--- src/rtl/poly_zq_to_r3.sv ---
// poly_zq_to_r3
//   Streams the P coefficients of a Zq polynomial out of a synchronous source
//   RAM, centred-lifts each one to [-q/2, q/2-1], reduces it mod 3 and writes
//   the 2-bit R3 coefficient (0 -> 0, 1 -> +1, 2 -> -1) into a destination
//   RAM. Nonzero outputs are counted; the final Hamming weight and a
//   weight == 2*T flag are handed to the downstream weight-check stage.
//
// Ports
//   clk, rst_n           clock, asynchronous active-low reset
//   start                begin a conversion (only looked at in IDLE)
//   rd_en/rd_addr        source RAM read port (registered)
//   rd_data              source RAM data, valid one cycle after rd_en
//   wr_en/wr_addr/wr_data destination RAM write port (registered)
//   busy                 reads or writes in flight
//   done                 one-cycle completion pulse
//   weight/weight_ok     Hamming weight and weight == 2*T, valid from done
//
// Start semantics: start is a level request, accepted on any rising edge
// where the block is IDLE; a request seen in RUN, DRAIN or DONE is dropped.
module poly_zq_to_r3 #(
    parameter int P      = 677,
    parameter int Q_BITS = 11,
    parameter int T      = 101,
    parameter int ADDR_W = 10
) (
    input  logic              clk,
    input  logic              rst_n,
    input  logic              start,
    output logic              rd_en,
    output logic [ADDR_W-1:0] rd_addr,
    input  logic [Q_BITS-1:0] rd_data,
    output logic              wr_en,
    output logic [ADDR_W-1:0] wr_addr,
    output logic [1:0]        wr_data,
    output logic              busy,
    output logic              done,
    output logic [ADDR_W:0]   weight,
    output logic              weight_ok
);

    typedef enum logic [1:0] {S_IDLE, S_RUN, S_DRAIN, S_DONE} state_t;

    localparam logic [ADDR_W-1:0] LAST_ADDR = ADDR_W'(P - 1);
    localparam logic [ADDR_W:0]   TARGET    = (ADDR_W + 1)'(2 * T);
    localparam int                NDIG      = (Q_BITS + 1) / 2;
    // q = 2^Q_BITS is 2 mod 3 for odd Q_BITS and 1 mod 3 for even Q_BITS.
    // Subtracting q mod 3 equals adding (3 - q mod 3).
    localparam logic [1:0]        LIFT_ADJ  = (Q_BITS % 2 == 1) ? 2'd1 : 2'd2;

    state_t              state;
    logic                drain_cnt;
    logic                p1_valid;
    logic [ADDR_W-1:0]   p1_addr;
    logic [1:0]          r3;
    logic [ADDR_W:0]     weight_nxt;

    // Unsigned residue mod 3: 4^k == 1 (mod 3), so the residue of a number
    // equals the residue of the sum of its base-4 digits. Fold twice, then a
    // small table finishes the job.
    function automatic logic [1:0] mod3_u(input logic [Q_BITS-1:0] c);
        logic [2*NDIG-1:0] cp;
        logic [7:0]        s1;
        logic [3:0]        s2;
        logic [2:0]        s3;
        logic [1:0]        m;
        cp = (2*NDIG)'(c);
        s1 = 8'd0;
        for (int i = 0; i < NDIG; i++) begin
            s1 = s1 + 8'(cp[2*i +: 2]);
        end
        s2 = 4'(s1[1:0]) + 4'(s1[3:2]) + 4'(s1[5:4]) + 4'(s1[7:6]);
        s3 = 3'(s2[1:0]) + 3'(s2[3:2]);
        case (s3)
            3'd0, 3'd3, 3'd6: m = 2'd0;
            3'd1, 3'd4, 3'd7: m = 2'd1;
            default:          m = 2'd2;
        endcase
        return m;
    endfunction

    // Centred lift: coefficients with the top bit set represent c - q.
    always_comb begin
        logic [1:0] m;
        logic [2:0] t;
        m = mod3_u(rd_data);
        t = {1'b0, m};
        if (rd_data[Q_BITS-1]) begin
            t = t + {1'b0, LIFT_ADJ};
        end
        r3 = (t >= 3'd3) ? 2'(t - 3'd3) : t[1:0];
    end

    // Weight including the write being registered this cycle, so the flag
    // captured on entry to DONE always sees the final count.
    assign weight_nxt = weight + {{ADDR_W{1'b0}}, (p1_valid && (r3 != 2'd0))};

    always_ff @(posedge clk or negedge rst_n) begin
        if (!rst_n) begin
            state     <= S_IDLE;
            drain_cnt <= 1'b0;
            p1_valid  <= 1'b0;
            p1_addr   <= '0;
            rd_en     <= 1'b0;
            rd_addr   <= '0;
            wr_en     <= 1'b0;
            wr_addr   <= '0;
            wr_data   <= 2'd0;
            busy      <= 1'b0;
            done      <= 1'b0;
            weight    <= '0;
            weight_ok <= 1'b0;
        end else begin
            // Stage 1: address delayed to line up with the RAM output.
            p1_valid <= rd_en;
            p1_addr  <= rd_addr;
            // Stage 2: reduced coefficient goes straight to the write port.
            wr_en <= p1_valid;
            if (p1_valid) begin
                wr_addr <= p1_addr;
                wr_data <= r3;
            end

            if (state == S_IDLE && start) begin
                weight <= '0;
            end else begin
                weight <= weight_nxt;
            end

            case (state)
                S_IDLE: begin
                    done <= 1'b0;
                    if (start) begin
                        state     <= S_RUN;
                        rd_en     <= 1'b1;
                        rd_addr   <= '0;
                        busy      <= 1'b1;
                        weight_ok <= 1'b0;
                    end
                end
                S_RUN: begin
                    if (rd_addr == LAST_ADDR) begin
                        rd_en     <= 1'b0;
                        drain_cnt <= 1'b0;
                        state     <= S_DRAIN;
                    end else begin
                        rd_addr <= rd_addr + 1'b1;
                    end
                end
                S_DRAIN: begin
                    if (drain_cnt) begin
                        state     <= S_DONE;
                        busy      <= 1'b0;
                        done      <= 1'b1;
                        weight_ok <= (weight_nxt == TARGET);
                    end else begin
                        drain_cnt <= 1'b1;
                    end
                end
                S_DONE: begin
                    done  <= 1'b0;
                    state <= S_IDLE;
                end
                default: state <= S_IDLE;
            endcase
        end
    end

endmodule

--- config.mk ---
export PLATFORM = sky130hd
export DESIGN_NAME = poly_zq_to_r3
export DESIGN_NICKNAME = d
export VERILOG_FILES = /design/src/rtl/poly_zq_to_r3.sv
export SDC_FILE = /design/constraint.sdc
export NUM_CORES = 1
export LEC_CHECK = 0
export ABC_CLOCK_PERIOD_IN_PS = 2900
export CORE_ASPECT_RATIO = 1.1
export CORE_MARGIN = 10
export CORE_UTILIZATION = 40
export DETAILED_ROUTE_END_ITERATION = 12
export SLEW_MARGIN = 0
export SYNTH_ARGS = -nofsm -noshare
export SYNTH_HDL_FRONTEND = slang
export SYNTH_SLANG_ARGS = --single-unit
--- constraint.sdc ---
create_clock -name clk -period 2.9 [get_ports clk]
set_input_delay 0.58 -clock clk [delete_from_list [all_inputs] [get_ports clk]]
set_output_delay 0.58 -clock clk [all_outputs]
set_load 0.01 [all_outputs]
==> impl_metrics.toml, run 1 <==
[die]
boundaryPins = 52
num_rows = 31
die_w_um = 99.5
design.core.area_um2 = 6670
start_util = 0.416
die_area_um2 = 10700
dieHeight_um = 107

[drt]
detail_route.wl_per_cell_um = 15.3
via_count_normalized_by_instance_count = 5.07
firstDrtPassIters = 4
post-route-drc-count = 0
antenna_left = 0
detailedRoute.firstIterationViolations = 55
routed-via-count = 2145
finalWirelength_um = 6470

[clock_tree]
clock_sink_count = 52
htree_num_levels = 2
tritoncts = "done"
cts_buffers = 5
ctsLongestPathBuffers = 2
cts_hold_buffers = 0
clock_latency_ns = 0.30
cts_root_buffer = "sky130_fd_sc_hd__clkbuf_8"
clkSlewWorstSetupHoldPaths_ns = 0.10

[sta]
final_worst_path_cycle_share = 2.38
timing_hold_violations_final = 0
unrepaired_setup_endpoints_after_global_routing = "yes"
fin_ws_ns = -4.01
fmax_mhz = 145
min_period_ns = 6.91
finalClockSkew_ns = 0.00701
finalMaxSlewViolations = 0
slew_headroom = 0.753
tightestPinTransition_ns = 0.370
finalSetupViolCount = 14

[outcome]
failing_checks = "setup timing"
outcome = "complete, but fails checks"

[power]
power.internal_mw = 3.42
vdd_ir_max_mv = 1.34
power_switching_mw = 2.05
power.leakage_nw = 1.80
power_frac_seq = 0.187
comb_power_share = 0.736
power_frac_clock = 0.077
power.density_nw_per_um2 = 1410
total_power_mw = 5.47
fraction_of_power_spent_switching_nets = 0.375

[setup_path]
r2r_slack_ns = 0.78
worstSetupPathType = "input pin to flip-flop"
worst_path_arrival_time_ns = 7.13
cp-start-kind = "input pin"
r2r_end = "weight_ok"
crit_fanout = 4
setup.worst_path.end_class = "flip-flop"
maximum_cell_stage_delay_along_the_critical_path_ns = 0.60
worst_path_max_delay_cell = "sky130_fd_sc_hd__fa_2"
worst_r2r_startpoint = "p1_valid"
ff2ff_path_depth = 10
cp.required_ns = 3.12

[final_layout]
diodes = 0
most-common-layout-cells = "sky130_fd_sc_hd__dfrtp_1, sky130_fd_sc_hd__clkdlybuf4s50_1, sky130_fd_sc_hd__nor2_1"
layout.nets = 380
layout_commonest_cell = "sky130_fd_sc_hd__dfrtp_1"
syn2layout_area_growth_pct = 39.9
nFillCells = 601
drive_above_1_share = 0.287

[grt]
grt_overflow = 0
overall_global_routing_usage = 0.124
grt_pass1_wl_um = 11000
vias_in_the_first_global_route = 2203
grt_max_degree = 24
antenna_violations_before_repair = 0

[logic_synthesis]
post_synth_inst_count = 255
synth_seq_area_share = 0.468
synthesis.area_per_instance_um2 = 10.9
synth_largest_type_area_fraction = 0.468
synth_cell_types = 42
synth.yosys.warnings = 0
synth_top_area_cell = "sky130_fd_sc_hd__dfrtp_1"
yosys_register_bits = 52
synthesis.nets = 295
syn_area_um2 = 2780
synth_top_flop_cell = "sky130_fd_sc_hd__dfrtp_1"
postSynth.asyncResetShare = 1.00
synth-edff-count = 0
post_synth_main_area_contributors = "sky130_fd_sc_hd__dfrtp_1, sky130_fd_sc_hd__ha_1, sky130_fd_sc_hd__mux2_2"

[placement]
port_buffers = 51
gpl.final_weighted_congestion = 0.825
post-dp-hpwl_um = 4720
place_ws_ns = -4.68

[run]
drv.max_cap_violation_count = 0

[worst_hold_path]
holdCritPathClass = "input pin to asynchronous set/reset pin"
## cells by family after synthesis
kind of cell | Yosys count | synth area share
XOR/XNOR | 20 | 0.0631
flip-flops | 52 | 0.468
AND/OR/NAND/NOR | 84 | 0.155
buffers and inverters | 24 | 0.0324
AO/OA/AOI/OAI | 32 | 0.0739
adder cells (fa/ha/maj) | 27 | 0.143
multiplexers | 16 | 0.0644
## Yosys cell counts (all sizes together) (4+ instances only)
cell type and number:
nand4 4, and3 7, dfrtp 52, xnor2 10, xor2 10, nor2b 4
nor2 29, inv 21, mux2 15, ha 18, o21ai 8, nand3 9
fa 8, a21oi 8, nand2 12
## critical path, delay by kind of cell
kind / cells / cell delay, ns
buffers and inverters: 7 / 0.49
xor gates and xnor gates: 1 / 0.14
and+or+nand+nor: 7 / 0.94
AOI/OAI and AO/OA: 4 / 0.71
adders and majority gates: 13 / 4.27
## per-stage QoR
| stage | setup TNS (ns) | instances | area [um^2] | utilization | hold WS, ns |
|---|---|---|---|---|---|
| after floorplan | -49.00 | 255 | 2840 | - | 0.284 |
| after global placement | -57.45 | 406 | 3590 | 0.538 | 0.442 |
| after detailed placement | -58.95 | 406 | 3590 | 0.538 | 0.436 |
| after CTS | -49.84 | 421 | 3800 | 0.570 | 0.161 |
| after global routing | -53.15 | 423 | 3880 | 0.582 | 0.157 |
| final | -49.77 | 423 | 3880 | 0.582 | 0.161 |
## flip-flops by register name (all words and copies together), names as in the netlist
register   count
busy           1
wr_addr       10
rd_en          1
wr_en          1
wr_data        2
weight        11
drain_cnt      1
p1_addr       10
rd_addr       10
weight_ok      1
done           1
p1_valid       1
state          2
## timing repair
action	in CTS	in global routing
pin swaps	22	19
endpoints found under the hold margin	0	0
setup buffers	7	2
setup endpoints to repair	14	14
gates resized for setup	37	23
## cell type report
class                   count  area, um^2  share of cell area
repair buffers             81         742               0.191
clock inverters             3        22.5             0.00580
multi-input cells         179        1570               0.404
inverters                  21        78.8              0.0203
flip-flops and latches     52        1300               0.335
well taps                  82         103              0.0264
clock buffers               5        68.8              0.0177
## per-layer routing
| layer | part of all wire | wire length, um | global-route usage | vias up |
|---|---|---|---|---|
| li1 | - | - | - | 1047 |
| met2 | 0.50 | 3260 | 0.202 | 44 |
| met5 | 0 | 0 | 0 | - |
| met1 | 0.43 | 2780 | 0.149 | 1050 |
| met4 | 0.0070 | 45 | 0.0328 | 0 |
| met3 | 0.059 | 384 | 0.0456 | 4 |
## power groups by stage
| stage | Combinational, mW | Clock [mW] | Sequential (mW) |
|---|---|---|---|
| final | 4.02 | 0.422 | 1.02 |
| after global routing | 4.43 | 0.474 | 1.05 |
| after CTS | 3.64 | 0.441 | 1.02 |
| after detailed placement | 3.15 | 0 | 1.02 |
| after global placement | 3.10 | 0 | 1.02 |
| after floorplan | 2.12 | 0 | 1.03 |
## worst max path at each step
stage,end,from,cells after the start,slack [ns]
after floorplan,weight_ok,rd_data[5],27,-3.99
after global placement,weight_ok,rd_data[5],27,-4.55
after detailed placement,weight_ok,rd_data[5],28,-4.68
after CTS,weight_ok,rd_data[1],27,-4.08
after global routing,weight_ok,rd_data[1],32,-4.32
final,weight_ok,rd_data[1],32,-4.01
Note: power is estimated with default switching activity, not from simulation.
==> run 2: changes to the inputs <==
- ABC_AREA: unset -> 1
==> impl_metrics.toml, run 2 <==
[die]
boundaryPins = 52
num_rows = 32
die_w_um = 101
start_util = 0.412
dieHeight_um = 109
design.core.area_um2 = 7010
die_area_um2 = 11000

[drt]
finalWirelength_um = 7020
detailedRoute.firstIterationViolations = 113
antenna_left = 0
firstDrtPassIters = 4
routed-via-count = 2461
via_count_normalized_by_instance_count = 4.74
detail_route.wl_per_cell_um = 13.5
post-route-drc-count = 0

[power]
power_frac_clock = 0.096
power.density_nw_per_um2 = 1260
vdd_ir_max_mv = 1.82
power.leakage_nw = 1.99
power_frac_seq = 0.196
power_switching_mw = 2.33
fraction_of_power_spent_switching_nets = 0.456
power.internal_mw = 2.78
comb_power_share = 0.708

[logic_synthesis]
synth_cell_types = 29
synth_seq_area_share = 0.451
synth.most_common_cell = "sky130_fd_sc_hd__nand2_1"
synth-edff-count = 0
synthesis.area_per_instance_um2 = 8.26
yosys_register_bits = 52
synthesis.nets = 389
synth.yosys.warnings = 0
postSynth.asyncResetShare = 1.00
synth_top_area_cell = "sky130_fd_sc_hd__dfrtp_1"
post_synth_main_area_contributors = "sky130_fd_sc_hd__dfrtp_1, sky130_fd_sc_hd__nand2_1, sky130_fd_sc_hd__ha_1"
synth_top_flop_cell = "sky130_fd_sc_hd__dfrtp_1"
synth.cells.most_frequent = "sky130_fd_sc_hd__nand2_1, sky130_fd_sc_hd__dfrtp_1, sky130_fd_sc_hd__inv_1"
syn_area_um2 = 2880
synth_largest_type_area_fraction = 0.451
post_synth_inst_count = 349

[sta]
slew_headroom = 0.722
total_negative_slack_ns = -49.46
hold_slack_ns = 0.105
unrepaired_setup_endpoints_after_global_routing = "yes"
finalClockSkew_ns = 0.00673
final_worst_path_cycle_share = 2.33
min_period_ns = 6.77
finalMaxSlewViolations = 0
fin_ws_ns = -3.87
fmax_mhz = 148
timing_hold_violations_final = 0
finalSetupViolCount = 14
tightestPinTransition_ns = 0.416

[grt]
antenna_violations_before_repair = 0
overall_global_routing_usage = 0.133
grt_max_degree = 32
grt_pass1_wl_um = 12000
grt_overflow = 0
vias_in_the_first_global_route = 2538

[clock_tree]
clock_sink_count = 52
clkSlewWorstSetupHoldPaths_ns = 0.10
tritoncts = "done"
clock_latency_ns = 0.30
cts_root_buffer = "sky130_fd_sc_hd__clkbuf_8"
htree_num_levels = 2
cts_hold_buffers = 0
ctsLongestPathBuffers = 2
cts_buffers = 5

[setup_path]
r2r_end = "weight_ok"
r2r_slack_ns = 0.89
worst_path_arrival_time_ns = 6.97
worst_path_max_delay_cell = "sky130_fd_sc_hd__fa_2"
setup.worst_path.end_class = "flip-flop"
cp.required_ns = 3.11
cp-start-kind = "input pin"
ff2ff_path_depth = 14
worst_path_most_repeated_cell = "sky130_fd_sc_hd__fa_1"
worstSetupPathType = "input pin to flip-flop"
crit_fanout = 4
worst_r2r_startpoint = "p1_valid"
maximum_cell_stage_delay_along_the_critical_path_ns = 0.57

[outcome]
failing_checks = "setup timing"
outcome = "complete, but fails checks"

[worst_hold_path]
holdCritPathClass = "input pin to asynchronous set/reset pin"

[final_layout]
diodes = 0
most-common-layout-cells = "sky130_fd_sc_hd__nand2_1, sky130_fd_sc_hd__dfrtp_1, sky130_fd_sc_hd__clkdlybuf4s50_1"
largest_reg_flops = 11
post_layout_inst_area_um2 = 4050
layout.nets = 473
layout_commonest_cell = "sky130_fd_sc_hd__nand2_1"
syn2layout_area_growth_pct = 40.5
drive_above_1_share = 0.256
registers.top_by_ff_count = "weight"

[placement]
gpl.final_weighted_congestion = 0.787
post_dp_cell_area_um2 = 3680
post-dp-hpwl_um = 4990
port_buffers = 51

[run]
drv.max_cap_violation_count = 0
[run 2: cell types whose count changed in the layout (fill, tap and decap cells not counted), sizes merged, moves of 4 or more]
cell   delta
xnor2     -8
nor2b     -4
and3      -7
inv      +31
a21oi     -6
o21ai     +8
nand3    +13
nand2   +103
nor2      +5
xor2      -4
mux2     -15
[run 2: cells by family (layout without fill, tap and decap cells)]
family          Yosys count  in the layout  synth area share
simple gates            184            184             0.267
buf+inv                  58            143            0.0785
flops                    52             52             0.451
fa+ha+maj                26             26             0.134
compound gates           21             21            0.0456
xor+xnor                  8              8            0.0243
[run 2: worst max-delay path by stage]
stage,start,endpoint,slack [ns],cells past startpoint
after floorplan,rd_data[1],weight_ok,-3.68,37
after global placement,rd_data[1],weight_ok,-4.40,38
after detailed placement,rd_data[1],weight_ok,-4.54,38
after CTS,rd_data[5],weight_ok,-3.85,39
after global routing,rd_data[1],weight_ok,-4.24,37
final,rd_data[1],weight_ok,-3.87,37
[run 2: layout make-up]
type                       instances  area (um^2)
clock buffer                       6         72.6
tap                               85          106
multi-input combinational        239         1590
inverter                          53          201
fill                             673         2950
sequential                        52         1300
clock inverter                     2         35.0
timing repair buffer              82          751
[run 2: per-layer routing]
metal | track usage | vias up | routed length [um]
li1 | - | 1237 | -
met1 | 0.161 | 1164 | 2990
met2 | 0.220 | 47 | 3470
met3 | 0.0424 | 13 | 458
met4 | 0.0448 | 0 | 102
met5 | 0 | - | 0
[run 2: power by group through the flow]
stage	combinational (mW)	clock (mW)	sequential (mW)
finish	3.62	0.491	1.00
global route	3.95	0.541	1.02
CTS	3.42	0.510	1.00
detailed placement	2.45	0	1.02
global placement	2.38	0	1.01
floorplan	1.63	0	1.04
[run 2: what timing repair did]
item                                    4_1_cts  5_1_grt
pin swaps                                    38       36
gates resized for setup                      46       25
endpoints found under the setup margin       14       14
gates cloned                                  0        0
buffers inserted                             16        4
[run 2: worst max-delay path, delay by kind of cell]
kind / cells / cell delay [ns]
xor gates and xnor gates: 1 / 0.14
buffers and inverters: 6 / 0.30
and+or+nand+nor: 16 / 1.64
adders and majority gates: 13 / 4.20
AOI/OAI and AO/OA: 1 / 0.09
[run 2: stage by stage]
step / instances / util / setup slack, ns / total power [mW]
floorplan: 349 / - / -3.68 / 2.67
global placement: 499 / 0.526 / -4.40 / 3.39
detailed placement: 499 / 0.526 / -4.54 / 3.47
CTS: 522 / 0.569 / -3.85 / 4.93
global route: 519 / 0.578 / -4.24 / 5.52
finish: 519 / 0.578 / -3.87 / 5.11
==> run 3: changes to the inputs <==
--- a/config.mk
+++ b/config.mk
@@ -6,6 +6,6 @@
 export NUM_CORES = 1
 export LEC_CHECK = 0
-export ABC_AREA = 1
-export ABC_CLOCK_PERIOD_IN_PS = 2900
+export ABC_AREA = 0
+export ABC_CLOCK_PERIOD_IN_PS = 7100
 export CORE_ASPECT_RATIO = 1.1
 export CORE_MARGIN = 10
==> constraint.sdc (replaced) <==
create_clock -name clk -period 7.1 [get_ports clk]
set_input_delay 1.42 -clock clk [delete_from_list [all_inputs] [get_ports clk]]
set_output_delay 1.42 -clock clk [all_outputs]
set_load 0.02 [all_outputs]
==> impl_metrics.toml, run 3 (synthesis results as in run 1) <==
[outcome]
outcome = "complete, but fails checks"
failing_checks = "setup timing"

[grt]
grt_pass1_wl_um = 10400
overall_global_routing_usage = 0.117
vias_in_the_first_global_route = 2191
grt_max_degree = 53
grt_overflow = 0
antenna_violations_before_repair = 0

[power]
vdd_ir_max_mv = 0.554
power.density_nw_per_um2 = 582
power.leakage_nw = 1.77

[die]
start_util = 0.416
die_w_um = 99.5
num_rows = 31
dieHeight_um = 107
design.core.area_um2 = 6670
boundaryPins = 52
die_area_um2 = 10700

[placement]
port_buffers = 51
gpl.final_weighted_congestion = 0.829
post-dp-hpwl_um = 4510

[drt]
finalWirelength_um = 6170
antenna_left = 0
detailroute.wirelength.met3_um = 394
via_count_normalized_by_instance_count = 5.01
top_layer_used = "met4"
detailedRoute.firstIterationViolations = 46
detail_route.wl_per_cell_um = 14.8
wl_met2_um = 3000
post-route-drc-count = 0
routed-via-count = 2091
firstDrtPassIters = 4
wirelength_met1_um = 2720

[setup_path]
worst_path_most_repeated_cell = "sky130_fd_sc_hd__fa_1"
maximum_cell_stage_delay_along_the_critical_path_ns = 0.57
cp-start-kind = "input pin"
worst_path_max_delay_cell = "sky130_fd_sc_hd__fa_2"
setup.worst_path.end_class = "flip-flop"
cp.required_ns = 7.32
crit_fanout = 4
worst_path_arrival_time_ns = 7.99
worstSetupPathType = "input pin to flip-flop"

[clock_tree]
clock_latency_ns = 0.31
clkSlewWorstSetupHoldPaths_ns = 0.10
clock_sink_count = 52
cts_root_buffer = "sky130_fd_sc_hd__clkbuf_8"
ctsLongestPathBuffers = 2
tritoncts = "done"
cts_buffers = 5
htree_num_levels = 2
cts_hold_buffers = 0

[final_layout]
largest_reg_flops = 11
layout.nets = 374
layout_commonest_cell = "sky130_fd_sc_hd__dfrtp_1"
registers.top_by_ff_count = "weight"
post-route-util = 0.579
syn2layout_area_growth_pct = 39.1
drive_above_1_share = 0.278
most-common-layout-cells = "sky130_fd_sc_hd__dfrtp_1, sky130_fd_sc_hd__clkdlybuf4s50_1, sky130_fd_sc_hd__nor2_1"
diodes = 0

[sta]
final_worst_path_cycle_share = 1.09
fin_ws_ns = -0.669
min_period_ns = 7.77
slew_headroom = 0.564
finalSetupViolCount = 11
finalMaxSlewViolations = 0
unrepaired_setup_endpoints_after_global_routing = "yes"
finalClockSkew_ns = 0.00511
total_negative_slack_ns = -4.05
fmax_mhz = 129
tightestPinTransition_ns = 0.654
timing_hold_violations_final = 0

[worst_hold_path]
holdCritPathClass = "flip-flop to flip-flop"

[run]
drv.max_cap_violation_count = 0
-- run 3: changes by cell type in the layout (fill, tap and decap cells not counted), sizes merged, moves of 8 or more --
| cell | change |
|---|---|
| inv | -30 |
| xnor2 | +8 |
| nand3 | -13 |
| mux2 | +15 |
| nand2 | -103 |
| o21ai | -8 |
-- run 3: power by group --
group	leakage [nW]	switching [mW]	internal [mW]	total (mW)
Clock	0.0491	0.105	0.0727	0.177
Sequential	0.681	0.0586	0.359	0.417
Combinational	1.04	0.709	0.944	1.65
Total	1.77	0.872	1.38	2.25
-- run 3: critical path, delay by kind of cell --
kind	cells	cell delay, ns
AOI/OAI and AO/OA	3	0.69
xor gates and xnor gates	1	0.16
adders and majority gates	13	4.20
buffers and inverters	7	0.48
and+or+nand+nor	6	1.03
-- run 3: timing repair --
item	in CTS	in global routing
pin swaps	21	14
buffers inserted	4	2
gates cloned	0	0
resized for setup	35	21
setup endpoints to repair	12	12
-- run 3: layout make-up --
cell class                 instances  area, um^2
clock inverter                     3        26.3
clock buffer                       5        68.8
timing repair buffer              75         692
inverter                          21        78.8
multi-input combinational        179        1600
fill                             580        2810
tap                               82         103
sequential                        52        1300
-- run 3: path summary, 6_finish.rpt --
kind	slack (ns)	cells after the start	startpoint	end
worst min register to register	0.47	0	rd_en	p1_valid
worst max-delay path	-0.67	30	rd_data[5]	weight_ok
worst min-delay path	0.47	0	rd_en	p1_valid
worst max register to register	4.75	9	p1_valid	weight_ok
max in group asynchronous	5.45	2	rst_n	wr_addr[3]
min in group asynchronous	1.22	2	rst_n	state[1]
-- run 3: per-layer routing --
layer / track usage / vias up
met3: 0.0456 / 6
li1: - / 1037
met2: 0.194 / 35
met5: 0 / -
met4: 0.0297 / 0
met1: 0.139 / 1013
-- run 3: metrics by stage --
| step | std cells | area, um^2 | hold slack, ns | setup WS [ns] | total power [mW] |
|---|---|---|---|---|---|
| 2_1_floorplan | 255 | 2840 | 0.454 | -0.630 | 1.31 |
| 3_3_place_gp | 403 | 3570 | 0.443 | -1.19 | 1.71 |
| 3_5_place_dp | 403 | 3570 | 0.443 | -1.32 | 1.75 |
| 4_1_cts | 415 | 3760 | 0.480 | -0.663 | 2.05 |
| 5_1_grt | 417 | 3860 | 0.493 | -0.893 | 2.46 |
| 6_report | 417 | 3860 | 0.474 | -0.669 | 2.25 |
